## src/rtl/mat_vec_loader.sv

```systemverilog
// mat_vec_loader: fetches A/B from memory, feeds the 8x8 MAC engine FIFOs, starts it and latches results.
// Optional watchdog on START/WAIT_DONE enabled by defining MAT_VEC_LOADER_TIMEOUT_EN (adds the err output).
module mat_vec_loader #(
  parameter int ADDR_W         = 32,
  parameter int WORD_STRIDE    = 8,
  parameter int TIMEOUT_CYCLES = 4096
) (
  input  logic              clk,
  input  logic              rst,
  input  logic              go,
  input  logic [ADDR_W-1:0] base_addr,
  output logic              busy,
  output logic              done,
  output logic [ADDR_W-1:0] mem_address,
  output logic              mem_read,
  input  logic [63:0]       mem_readdata,
  input  logic              mem_readdatavalid,
  input  logic              mem_waitrequest,
  output logic              eng_rst_n,
  output logic              clr_accum,
  output logic              start_compute,
  output logic [7:0]        fifo_a_data_0,
  output logic [7:0]        fifo_a_data_1,
  output logic [7:0]        fifo_a_data_2,
  output logic [7:0]        fifo_a_data_3,
  output logic [7:0]        fifo_a_data_4,
  output logic [7:0]        fifo_a_data_5,
  output logic [7:0]        fifo_a_data_6,
  output logic [7:0]        fifo_a_data_7,
  output logic [7:0]        fifo_a_wren,
  input  logic [7:0]        fifo_a_full,
  output logic [7:0]        fifo_b_data,
  output logic              fifo_b_wren,
  input  logic              fifo_b_full,
  input  logic              all_fifos_full,
  input  logic              compute_done,
  input  logic [23:0]       mac_out_0,
  input  logic [23:0]       mac_out_1,
  input  logic [23:0]       mac_out_2,
  input  logic [23:0]       mac_out_3,
  input  logic [23:0]       mac_out_4,
  input  logic [23:0]       mac_out_5,
  input  logic [23:0]       mac_out_6,
  input  logic [23:0]       mac_out_7,
`ifdef MAT_VEC_LOADER_TIMEOUT_EN
  output logic              err,
`endif
  output logic [23:0]       result_0,
  output logic [23:0]       result_1,
  output logic [23:0]       result_2,
  output logic [23:0]       result_3,
  output logic [23:0]       result_4,
  output logic [23:0]       result_5,
  output logic [23:0]       result_6,
  output logic [23:0]       result_7
);
  localparam logic [2:0] S_IDLE      = 3'd0;
  localparam logic [2:0] S_ENG_RST   = 3'd1;
  localparam logic [2:0] S_REQ       = 3'd2;
  localparam logic [2:0] S_WAIT_DATA = 3'd3;
  localparam logic [2:0] S_WRITE     = 3'd4;
  localparam logic [2:0] S_START     = 3'd5;
  localparam logic [2:0] S_WAIT_DONE = 3'd6;
  localparam logic [2:0] S_DONE      = 3'd7;
  logic [2:0]        state_q, state_d;
  logic [ADDR_W-1:0] base_q, base_d;
  logic [3:0]        k_q, k_d;
  logic [2:0]        j_q, j_d;
  logic [63:0]       sr_q, sr_d;
  logic [7:0]        a_q [8];
  logic [7:0]        b_q;
  logic [23:0]       res_q [8];
  logic [23:0]       mac [8];
  logic [7:0]        a_dat [8];
  logic [7:0]        cur_byte;
  logic [7:0]        a_wr;
  logic              tgt_full, wr, accept, capture;
`ifdef MAT_VEC_LOADER_TIMEOUT_EN
  localparam int CW = $clog2(TIMEOUT_CYCLES + 1);
  logic [CW-1:0] cnt_q, cnt_d;
  logic          err_q, err_d, in_wait, tmo;
  assign err = err_q;
`endif
  assign mac = '{mac_out_0, mac_out_1, mac_out_2, mac_out_3, mac_out_4, mac_out_5, mac_out_6, mac_out_7};
  assign accept        = go && (state_q == S_IDLE || state_q == S_DONE);
  assign busy          = !(state_q == S_IDLE || state_q == S_DONE);
  assign done          = state_q == S_DONE;
  assign eng_rst_n     = state_q != S_ENG_RST;
  assign clr_accum     = state_q == S_ENG_RST;
  assign start_compute = state_q == S_START && all_fifos_full;
  assign mem_read      = state_q == S_REQ && !rst;
  assign mem_address   = state_q == S_REQ ? base_q + ADDR_W'(k_q) * ADDR_W'(WORD_STRIDE) : '0;
  assign cur_byte      = sr_q[{j_q, 3'b000} +: 8];
  assign tgt_full      = k_q[3] ? fifo_b_full : fifo_a_full[k_q[2:0]];
  assign wr            = state_q == S_WRITE && !tgt_full && !rst;
  assign a_wr          = (wr && !k_q[3]) ? 8'd1 << k_q[2:0] : 8'd0;
  assign fifo_a_wren   = a_wr;
  assign fifo_b_wren   = wr && k_q[3];
  assign fifo_b_data   = fifo_b_wren ? cur_byte : b_q;
  for (genvar i = 0; i < 8; i++) begin : g_a
    assign a_dat[i] = a_wr[i] ? cur_byte : a_q[i];
  end
  assign fifo_a_data_0 = a_dat[0];
  assign fifo_a_data_1 = a_dat[1];
  assign fifo_a_data_2 = a_dat[2];
  assign fifo_a_data_3 = a_dat[3];
  assign fifo_a_data_4 = a_dat[4];
  assign fifo_a_data_5 = a_dat[5];
  assign fifo_a_data_6 = a_dat[6];
  assign fifo_a_data_7 = a_dat[7];
  assign result_0 = res_q[0];
  assign result_1 = res_q[1];
  assign result_2 = res_q[2];
  assign result_3 = res_q[3];
  assign result_4 = res_q[4];
  assign result_5 = res_q[5];
  assign result_6 = res_q[6];
  assign result_7 = res_q[7];
  // Job sequencing: one read outstanding, eight byte writes per word, then start and wait for the engine.
  always_comb begin
    state_d = state_q;
    base_d  = base_q;
    k_d     = k_q;
    j_d     = j_q;
    sr_d    = sr_q;
    capture = 1'b0;
    case (state_q)
      S_IDLE, S_DONE: if (go) begin
        state_d = S_ENG_RST;
        base_d  = base_addr;
        k_d     = 4'd0;
      end
      S_ENG_RST:   state_d = S_REQ;
      S_REQ:       if (!mem_waitrequest) state_d = S_WAIT_DATA;
      S_WAIT_DATA: if (mem_readdatavalid) begin
        sr_d    = mem_readdata;
        j_d     = 3'd0;
        state_d = S_WRITE;
      end
      S_WRITE: if (wr) begin
        j_d = j_q + 3'd1;
        if (j_q == 3'd7) begin
          k_d     = k_q[3] ? k_q : k_q + 4'd1;
          state_d = k_q[3] ? S_START : S_REQ;
        end
      end
      S_START:     if (all_fifos_full) state_d = S_WAIT_DONE;
      S_WAIT_DONE: if (compute_done) begin
        capture = 1'b1;
        state_d = S_DONE;
      end
      default:     state_d = S_IDLE;
    endcase
`ifdef MAT_VEC_LOADER_TIMEOUT_EN
    in_wait = state_q == S_START || state_q == S_WAIT_DONE;
    tmo     = in_wait && state_d == state_q && cnt_q == CW'(TIMEOUT_CYCLES - 1);
    cnt_d   = in_wait ? cnt_q + CW'(1) : '0;
    err_d   = accept ? 1'b0 : (tmo | err_q);
    if (tmo) state_d = S_DONE;
`endif
  end
  // State, held FIFO data buses and the result latches.
  always_ff @(posedge clk) begin
    if (rst) begin
      state_q <= S_IDLE;
      base_q  <= '0;
      k_q     <= '0;
      j_q     <= '0;
      sr_q    <= '0;
      b_q     <= '0;
      for (int n = 0; n < 8; n++) begin
        a_q[n]   <= '0;
        res_q[n] <= '0;
      end
`ifdef MAT_VEC_LOADER_TIMEOUT_EN
      cnt_q <= '0;
      err_q <= 1'b0;
`endif
    end else begin
      state_q <= state_d;
      base_q  <= base_d;
      k_q     <= k_d;
      j_q     <= j_d;
      sr_q    <= sr_d;
      if (fifo_b_wren) b_q <= cur_byte;
      for (int n = 0; n < 8; n++) begin
        if (a_wr[n]) a_q[n] <= cur_byte;
        if (capture) res_q[n] <= mac[n];
      end
`ifdef MAT_VEC_LOADER_TIMEOUT_EN
      cnt_q <= cnt_d;
      err_q <= err_d;
`endif
    end
  end
endmodule

```

## config.mk

```make
export PLATFORM = sky130hd
export DESIGN_NAME = mat_vec_loader
export DESIGN_NICKNAME = d
export VERILOG_FILES = /design/src/rtl/mat_vec_loader.sv
export SDC_FILE = /design/constraint.sdc
export NUM_CORES = 1
export LEC_CHECK = 0
export BUFFER_PORTS_ARGS = -buffer_cell sky130_fd_sc_hd__buf_2
export CORE_AREA = 5 5 237 239
export CTS_CLUSTER_SIZE = 10
export DETAILED_ROUTE_END_ITERATION = 7
export DIE_AREA = 0 0 242 244
export GPL_ROUTABILITY_DRIVEN = 0
export PLACE_DENSITY = 0.5
export SLEW_MARGIN = 20
export SYNTH_ARGS = -nofsm -noshare
export SYNTH_HDL_FRONTEND = slang
export SYNTH_SLANG_ARGS = --single-unit
```

## constraint.sdc

```tcl
create_clock -name clk -period 10 [get_ports clk]
set_clock_uncertainty 0.05 [all_clocks]
set_input_delay 1 -clock clk [delete_from_list [all_inputs] [get_ports clk]]
set_output_delay 1 -clock clk [all_outputs]
set_load 0.005 [all_outputs]
```

# Word-level counts from Yosys, hierarchy flattened
# Memory sizes are Yosys's and may differ from the RTL's.
# Cells that the tools add are included.
classes:
  n_bitwise: 16
  add_sub_neg: 3
  n_eq_ne: 17
  magnitude_cmp: 1
  reduce_logical: 21
  shifts: 2
  n_mux: 78
ops:
  columns: ["op", "count"]
  rows:
  - ["$mux W24", 8]
  - ["$mux W8", 18]
  - ["$shiftx A64 B7 Y8", 1]
  - ["$mux W1", 33]
  - ["$add A32 B7 Y32", 1]
  - ["$mux W32", 1]
  - ["$mux W3", 10]
  - ["$pmux W3 S7", 1]
  - ["$mux W4", 4]
  - ["$or A1 B1 Y1", 16]
  - ["$eq A3 B3 Y1 const B", 5]
  - ["$ne A2 B2 Y1 const B", 7]
  - ["$pmux W4 S2", 1]
  - ["$shl A1 B3 Y8 const A", 1]
  - ["$reduce_and A7 Y1", 1]
  - ["$eq A3 B2 Y1 const B", 2]
  - ["$logic_and A1 B1 Y1", 6]
  - ["$pmux W3 S2", 1]
  - ["$reduce_and A5 Y1", 1]
  - ["$add A4 B1 Y4 const B", 1]
  - ["$logic_not A1 Y1", 4]
  - ["$lt A3 B4 Y1 const B", 1]
  - ["$reduce_and A2 Y1", 2]
  - ["$reduce_and A4 Y1", 1]
  - ["other kinds (10)", 11]
totals:
  mem_bits_rw: 256
  n_memories: 2
  out_inout_bits: 311
  ff_bits: 114
mem_list:
  columns: ["memory", "depth", "word_bits", "rd", "rd_ports_with_merged_regs", "write_ports", "line_no", "text"]
  rows:
  - ["res_q", 8, 24, 8, 0, 8, "72", "logic [23:0] res_q [8];"]
  - ["a_q", 8, 8, 8, 0, 8, "70", "logic [7:0] a_q [8];"]

# Longest topological paths before layout
# Gate-level depths: netlist (run 1).
logic_depth:
  word_depth: 12
  ltp_mapped: 8

# Worst setup path after synthesis (run 1)
# OpenSTA, ideal clock, no wires.
synth_timing:
  kind: "input-to-reg"
  from: "input port rst"
  to: "memory res_q[0][0] (enable)"
  t_arrival_ns: 5.494
  path_slack_ns: 3.896
  t_required_ns: 9.390
  stages: 3
  path_buffers: 1
  cell_sequence: "clkbuf_1 > inv_1 > nand2_1"
synth_rtl:
  columns: ["element", "line_no", "text"]
  rows:
  - ["from (decl)", "9", "input logic rst,"]
  - ["to (decl)", "72", null]

# Final worst setup path (run 1)
layout_timing:
  from: "register k_q[0]"
  to: "output port fifo_a_data_2[7]"
layout_via:
  elab_chain_len: 9
  elab_cells_between_ends: 10
  classes_between: "shift (1); mux (5); reduce/logical (4)"
layout_rtl:
  columns: ["element", "line_no", "text"]
  rows:
  - ["from (decl)", "67", "logic [3:0] k_q, k_d;"]
  - ["from (signal assigned)", "182", "k_q <= k_d;"]
  - ["$bmux W1 S3", "94", "assign tgt_full = k_q[3] ? fifo_b_full : fifo_a_full[k_q[2:0]];"]
  - ["$mux W1 (not written as such)", "94", null]
  - ["$mux W1", "94", null]
  - ["$logic_not A1 Y1", "95", "assign wr = state_q == S_WRITE && !tgt_full && !rst;"]
  - ["$logic_and A1 B1 Y1 (2 in series)", "95", null]
  - ["$logic_and A1 B1 Y1", "96", "assign a_wr = (wr && !k_q[3]) ? 8'd1 << k_q[2:0] : 8'd0;"]
  - ["$mux W8 (*)", "96", null]
  - ["$mux W8 (*)", "101", "assign a_dat[i] = a_wr[i] ? cur_byte : a_q[i];"]
  - ["to (decl)", "24", "output logic [7:0] fifo_a_data_2,"]
# Mark *: on every way between the ends. The rest lies on a longest branch, timed or not. The select of a mux whose other input is x is not followed.

==> metrics.md, run 1 <==
| Metric | Value |
|---|---|
| Status | `complete, no violations` |
| CTS tree | `built` |
| Global-route wire length before repair | `87.63 mm` |
| Routed WL | `60.87 mm` |
| Core area | `around 0.054 mm²` |
| Reg2reg start | `state_q[2]` |
| Leakage | `8.880 nW` |
| Util after Layout | `0.3935` |
| PortBufs | `a little over 600` |
| Crit path launch | `k_q[0]` |
| Syn Area/Cell | `between 10 and 15 µm²` |
| Maximum fanout along the worst path | `17` |
| Period utilization | `0.4558` |
| CTS Sinks | `370` |
| PD cells | `around 180 mW/mm²` |
| #FFs+latches synth | `370` |
| Fill count | `5380` |
| Top cell type's share of synthesized area | `0.4811` |
| Nets@finish | `~2300` |
| Tmin final | `4558 ps` |
| Worst path required time | `just under 9000 ps` |
| CP endpoint kind | `output port` |
| Yosys warns | `0` |
| Total CTS buffers | `45` |
| Average wire per standard cell | `~23 µm` |
| Critical Path AT | `3510 ps` |
| Share of cells above drive strength 1 | `0.4013` |
| H-tree depth | `2` |
| R2R depth | `3` |
| Initial DRC Count | `643` |
| Worst Hold Class | `flip-flop to flip-flop` |
| Largest net degree at the start of global routing | `114` |
| CP max stage cell | `dfxtp_1` |
| Total Routing Usage GR | `0.1972` |
| DP HPWL | `~46 mm` |
| Most frequent cells after synthesis | `edfxtp_1, nand2_1, and2_1` |
| Number of global-route vias before repair | `approximately 13000` |
| Prevailing post-synth register cell | `edfxtp_1` |
| Die Y | `244 µm` |
| RR Endpoint | `res_q[1][60]` |
| Num ports | `slightly above 600` |
| CTS Buffer Depth | `3` |
| DR vias/cell | `4.704` |
| DR vias | `12650` |
| Die area | `0.05905 mm²` |
| CP startpoint kind | `flip-flop` |
| RSZ-0062 raised after global routing | `no` |
| Core Rows | `85` |
| Clock Tree Root | `clkbuf_16` |
| Hold-fix buffers, CTS | `0` |
| R2R setup slack | `6600 ps` |
| Worst skew pair latency | `560 ps` |
| CP max stage delay | `roughly 640 ps` |
| Async SR Flop Fraction | `0` |
| Clock Pin Slew Worst Setup and Hold Paths | `60 ps` |
| Max transition margin | `0.3017` |
| Residual DRC | `0` |
| End of the critical path | `fifo_a_data_2[7]` |
| GRT overflow | `0` |
| Fmax | `219.4 MHz` |
| Mapped Area | `0.01598 mm²` |
| Worst slew pin tran | `1043 ps` |
| CP Class | `flip-flop to output port` |
| Syn Nets | `1680` |
| Sequential area share after synthesis | `0.6239` |
| Starting Density | `0.2981` |
| Slew Limit Fails | `0` |
| Final TNS setup | `0 ps` |
| Post-synth EDFFs | `256` |
| Post-CTS Setup Repair Bufs | `0` |
| Area Overhead vs Synth | `32.00%` |
| Post-CTS Resized | `0` |
| Synth unique cells | `60` |
| Final Hold Viols | `0` |
| MaxCap Viol Count | `0` |
| Synth Instances | `~1400` |
| Number of iterations in the first detailed-routing pass | `4` |
| Final Setup Violations | `0` |
| Die W | `242 µm` |
| Count leader, synth | `edfxtp_1` |
| Worst-path cell chain | `mux4_1, mux2_4, nor3_1, nand4_2, mux2_2, buf_2` |
| Worst VDD drop | `0.1116 mV` |
| Synth area leader | `edfxtp_1` |
| Initial antenna violation count | `28` |
| Post-route ant nets | `0` |
| Largest cells by area after synthesis | `edfxtp_1, dfxtp_1, and2_1` |
## metrics by stage
| step | total power (W) | setup WS (ps) | instances | area (µm²) | hold WS (ps) |
|---|---|---|---|---|---|
| after floorplan | 0.002032 | 3896 | 1363 | 15980 | 381.7 |
| after global placement | 0.002254 | 5767 | 2609 | 19770 | 388.9 |
| after detailed placement | 0.002259 | 5653 | 2609 | 19770 | 394.4 |
| after CTS | 0.003764 | 5329 | 2677 | 21060 | 402.4 |
| after global routing | 0.003876 | 5194 | 2682 | 21070 | 420.1 |
| final | 0.003705 | 5442 | 2690 | 21090 | 401.8 |
## layer usage
metal  wire (µm)  track usage  up-vias
li1            -            -     5957
met3        4718      0.06453      134
met1       23070       0.2252     6082
met4        2542      0.07889       30
met2       30330       0.3434      450
met5         207            0        -
## cell usage in the layout (no fill, tap or decap), types with 8 or more instances in the layout
cell,instances
buf_2,613
edfxtp_1,256
nand2_1,210
and2_1,150
a21oi_1,118
dfxtp_1,114
nor2_1,100
mux2_2,70
nor2b_1,49
clkbuf_16,46
buf_4,20
inv_1,19
mux4_2,16
nand3_1,15
diode_2,13
clkbuf_1,13
ha_1,12
xnor2_1,11
mux2i_1,9
nor3_1,9
a21o_1,9
xor2_1,8
a211oi_1,8
## worst min path at each step
stage	startpoint	end	slack, ps	cells past startpoint
2_1_floorplan	base_q[0]	base_q[0]	380	2
3_5_place_dp	sr_q[50]	sr_q[50]	390	2
4_1_cts	sr_q[50]	sr_q[50]	400	2
5_1_grt	sr_q[53]	sr_q[53]	420	2
6_report	sr_q[55]	sr_q[55]	400	2
3_3_place_gp	sr_q[34]	sr_q[34]	390	2
## critical path: cells and delay by family (launching register included)
family,cells,cell delay (ps)
flops,1,640
buf+inv,1,130
simple gates,2,710
mux,3,1450
## state kept, by name, indices dropped and copies added, names as in the netlist
signal / cells
sr_q: 64
j_q: 3
state_q: 3
base_q: 32
res_q: 192
a_q: 64
b_q: 8
k_q: 4
## cell families (layout without fill, tap and decap cells)
| family | after synthesis | in the layout | share of synthesized area |
|---|---|---|---|
| and+or+nand+nor | 592 | 592 | 0.1861 |
| DFF | 370 | 370 | 0.6239 |
| AOI/OAI and AO/OA | 165 | 165 | 0.05911 |
| buffers and inverters | 104 | 722 | 0.02623 |
| muxes | 100 | 100 | 0.08362 |
| xor gates and xnor gates | 19 | 19 | 0.01041 |
| adders and majority gates | 13 | 13 | 0.01065 |
| other | 0 | 13 | 0 |
## cell type report
class / instances / area [µm²] / area share
clock buffers: 61 / 1227 / 0.05819
clock inverters: 7 / 68.82 / 0.003262
well taps: 696 / 870.8 / 0.04128
multi-input cells: 889 / 5620 / 0.2664
inverters: 20 / 75.07 / 0.003559
diodes: 13 / 32.53 / 0.001542
flip-flops and latches: 370 / 9970 / 0.4726
repair buffers: 634 / 3229 / 0.1531
## power by group
group / switching, W / total, W / internal, W
sequential: 0.0000645 / 0.00179 / 0.00172
combinational: 0.000257 / 0.000432 / 0.000176
clock: 0.000613 / 0.00148 / 0.000872
Power figures use the tool's default switching activity.
==> run 2: changes to the inputs <==
--- a/config.mk
+++ b/config.mk
@@ -5,11 +5,12 @@
 export SDC_FILE = /design/constraint.sdc
 export NUM_CORES = 1
 export LEC_CHECK = 0
+export ABC_AREA = 1
 export BUFFER_PORTS_ARGS = -buffer_cell sky130_fd_sc_hd__buf_2
-export CORE_AREA = 5 5 237 239
+export CORE_AREA = 5 5 238 240
 export CTS_CLUSTER_SIZE = 10
 export DETAILED_ROUTE_END_ITERATION = 7
-export DIE_AREA = 0 0 242 244
+export DIE_AREA = 0 0 243 245
 export GPL_ROUTABILITY_DRIVEN = 0
 export PLACE_DENSITY = 0.5
 export SLEW_MARGIN = 20
==> constraint.sdc (replaced) <==
create_clock -name clk -period 4.2 [get_ports clk]
set_clock_uncertainty 0.05 [all_clocks]
set_input_delay 0.42 -clock clk [delete_from_list [all_inputs] [get_ports clk]]
set_output_delay 0.42 -clock clk [all_outputs]
set_load 0.005 [all_outputs]
==> metrics.md, run 2 <==
| Metric | Value |
|---|---|
| Synth Area in Compound Gates | `0.1037` |
| Commonest non-fill, non-tap cells in the layout | `buf_2, nor2_1, inv_1` |
| Initial antenna violation count | `between 40 and 50` |
| Final TNS setup | `0 ps` |
| Total CTS buffers | `45` |
| Max transition margin | `0.2845` |
| Worst VDD drop | `0.3105 mV` |
| CTS Sinks | `370` |
| Worst-path cell chain | `inv_1, a21oi_1, o21ai_0, nand2_1, o21ai_2, nand2_1, o21ai_0, inv_1, buf_2` |
| Worst slew pin tran | `1073 ps` |
| Number of iterations in the first detailed-routing pass | `4` |
| Status | `complete, no violations` |
| Core Rows | `86` |
| Yosys warns | `0` |
| Async SR Flop Fraction | `0` |
| Sequential area share after synthesis | `0.6159` |
| Nets@finish | `2669` |
| PD cells | `~470 mW/mm²` |
| CP Class | `flip-flop to output port` |
| Period utilization | `0.8420` |
| Post-route ant nets | `0` |
| Leakage | `roughly 10 nW` |
| Final Hold Viols | `0` |
| Storage element area | `0.009970 mm²` |
| Post-synth EDFFs | `about 260` |
| Total Routing Usage GR | `0.1965` |
| Clock power frac | `0.362` |
| Top Registers | `res_q (192), a_q (64), sr_q (64)` |
| Global-route wire length before repair | `89.38 mm` |
| Die area | `0.05954 mm²` |
| P_int | `about 0.007 W` |
| Net switching power | `0.003009 W` |
| Syn Area/Cell | `a little over 9 µm²` |
| Mapped Area | `~0.016 mm²` |
| CP max stage cell | `o21ai_2` |
| Simple-gate share of the synthesized area | `0.1715` |
| Count leader, synth | `nor2_1` |
| Worst skew pair latency | `570 ps` |
| Clock Pin Slew Worst Setup and Hold Paths | `60 ps` |
| Core area | `between 0.05 and 0.06 mm²` |
| GRT overflow | `0` |
| Worst Hold Class | `primary input to flip-flop` |
| DR vias | `~14000` |
| H-tree depth | `2` |
| Largest cells by area after synthesis | `edfxtp_1, dfxtp_1, nor2_1` |
| Final Setup Violations | `0` |
| Slew Limit Fails | `0` |
| Tmin final | `3536 ps` |
| Initial DRC Count | `846` |
| Num ports | `615` |
| Synth area leader | `edfxtp_1` |
| Die W | `243 µm` |
| MaxCap Viol Count | `0` |
| Die Y | `245 µm` |
| CP endpoint kind | `output port` |
| Most frequent cells after synthesis | `nor2_1, inv_1, edfxtp_1` |
| Post-Synth XOR/XNOR Area | `0.004870` |
| Largest Register | `res_q` |
| Clock Tree Root | `clkbuf_16` |
| Area of the multi-input gates | `0.004767 mm²` |
| Fmax | `282.8 MHz` |
| R2R depth | `8` |
| Top cell type's share of synthesized area | `0.4749` |
| Sw frac | `0.3010` |
| Area Overhead vs Synth | `31.92%` |
| Syn Nets | `2079` |
| DR vias/cell | `4.620` |
| Commonest non-fill, non-tap cell in the layout | `buf_2` |
| Maximum fanout along the worst path | `32` |
| Combinational power share | `0.191` |
| Final setup margin | `roughly 660 ps` |
| DP HPWL | `46.74 mm` |
| CP startpoint kind | `flip-flop` |
| CTS tree | `built` |
| Largest register FFs | `192` |
| Number of global-route vias before repair | `14040` |
| RSZ-0062 raised after global routing | `no` |
| Worst path required time | `around 3700 ps` |
| Util after Layout | `0.3922` |
| Average wire per standard cell | `19.94 µm` |
| Seq pwr share | `0.447` |
| Prevailing post-synth register cell | `edfxtp_1` |
| Synth Instances | `1762` |
| #FFs+latches synth | `370` |
| Mux cell area share after synthesis | `0` |
| Hold Path Depth | `3` |
| Synth unique cells | `34` |
| Share of cells above drive strength 1 | `0.3097` |
| Starting Density | `0.2973` |
| PortBufs | `614` |
| Routed WL | `61.74 mm` |
| Fill count | `5606` |
| CP max stage delay | `830 ps` |
| CTS Buffer Depth | `3` |
| Pre-CTS setup slack | `1246 ps` |
| Largest net degree at the start of global routing | `100` |
| Combinational family with the most area after synthesis | `simple AND/OR/NAND/NOR gates` |
| Synth Area in Adders | `0.01051` |
| Critical Path AT | `between 3000 and 4000 ps` |
| Residual DRC | `0` |
==> run 2: cell count changes in the layout (fill, tap and decap cells not counted), moves of 10 or more <==
cell | previous run | this run
a21oi_1 | 118 | 128
and2_1 | 150 | 0
inv_1 | 19 | 278
mux2_2 | 70 | 0
mux4_2 | 16 | 0
nand2_1 | 210 | 192
nand3_1 | 15 | 70
nor2_1 | 100 | 363
nor2b_1 | 49 | 0
o21ai_0 | 5 | 113
o21ai_1 | 1 | 51
o21ai_2 | 1 | 24
==> run 2: per-stage QoR <==
stage	instance area [µm²]	total power, W	hold slack [ps]	std cells
after floorplan	16190	0.005611	379.7	1762
after detailed placement	19960	0.006479	400.0	3005
after CTS	21320	0.01015	1.453	3084
after global placement	19960	0.006460	391.7	3005
after global routing	21340	0.01052	26.48	3092
final	21350	0.009997	35.84	3096
==> run 2: kinds of logic after synthesis <==
family / count (synthesis)
and+or+nand+nor: 668
buffers and inverters: 381
DFF: 370
AOI/OAI and AO/OA: 321
adders and majority gates: 13
xor gates and xnor gates: 9
==> run 2: repair_timing <==
item,4_1_cts,5_1_grt
hold endpoints to repair,4,0
hold buffers,4,0
resized for setup,0,0
setup buffers,0,0
==> run 2: area by class of cell <==
type / count / share of cell area
inverters: 284 / 0.04992
clock inverters: 5 / 0.002871
repair buffers: 640 / 0.1554
clock buffers: 70 / 0.05901
diodes: 12 / 0.001406
well taps: 704 / 0.04125
multi-input cells: 1011 / 0.2233
flip-flops and latches: 370 / 0.4669
==> run 2: worst paths after layout <==
kind	startpoint	endpoint	slack, ps
worst max register to register	k_q[2]	a_q[1][12]	1370
worst min register to register	base_q[0]	base_q[0]	400
worst max-delay path	j_q[0]	fifo_b_data[1]	660
worst min-delay path	base_addr[25]	base_q[25]	40
==> run 2: worst max-delay path, delay by kind of cell, from the launching register on <==
family / cells / cell delay [ps]
compound gates: 4 / 1210
flops: 1 / 310
simple gates: 2 / 180
buf+inv: 3 / 800
==> run 2: layer usage <==
metal	GRT usage	vias to the layer above	share of wire
met5	0	-	0.0051
met4	0.08111	50	0.041
met3	0.07676	163	0.089
met2	0.3331	559	0.49
met1	0.2227	6657	0.38
li1	-	6875	-
==> run 2: power by group through the flow <==
stage               registers, W  logic [W]  clock network [W]
floorplan                0.00450    0.00111                  0
global placement         0.00453    0.00193                  0
detailed placement       0.00454    0.00194                  0
CTS                      0.00447    0.00195            0.00373
global route             0.00451    0.00215            0.00387
finish                   0.00447    0.00191            0.00362
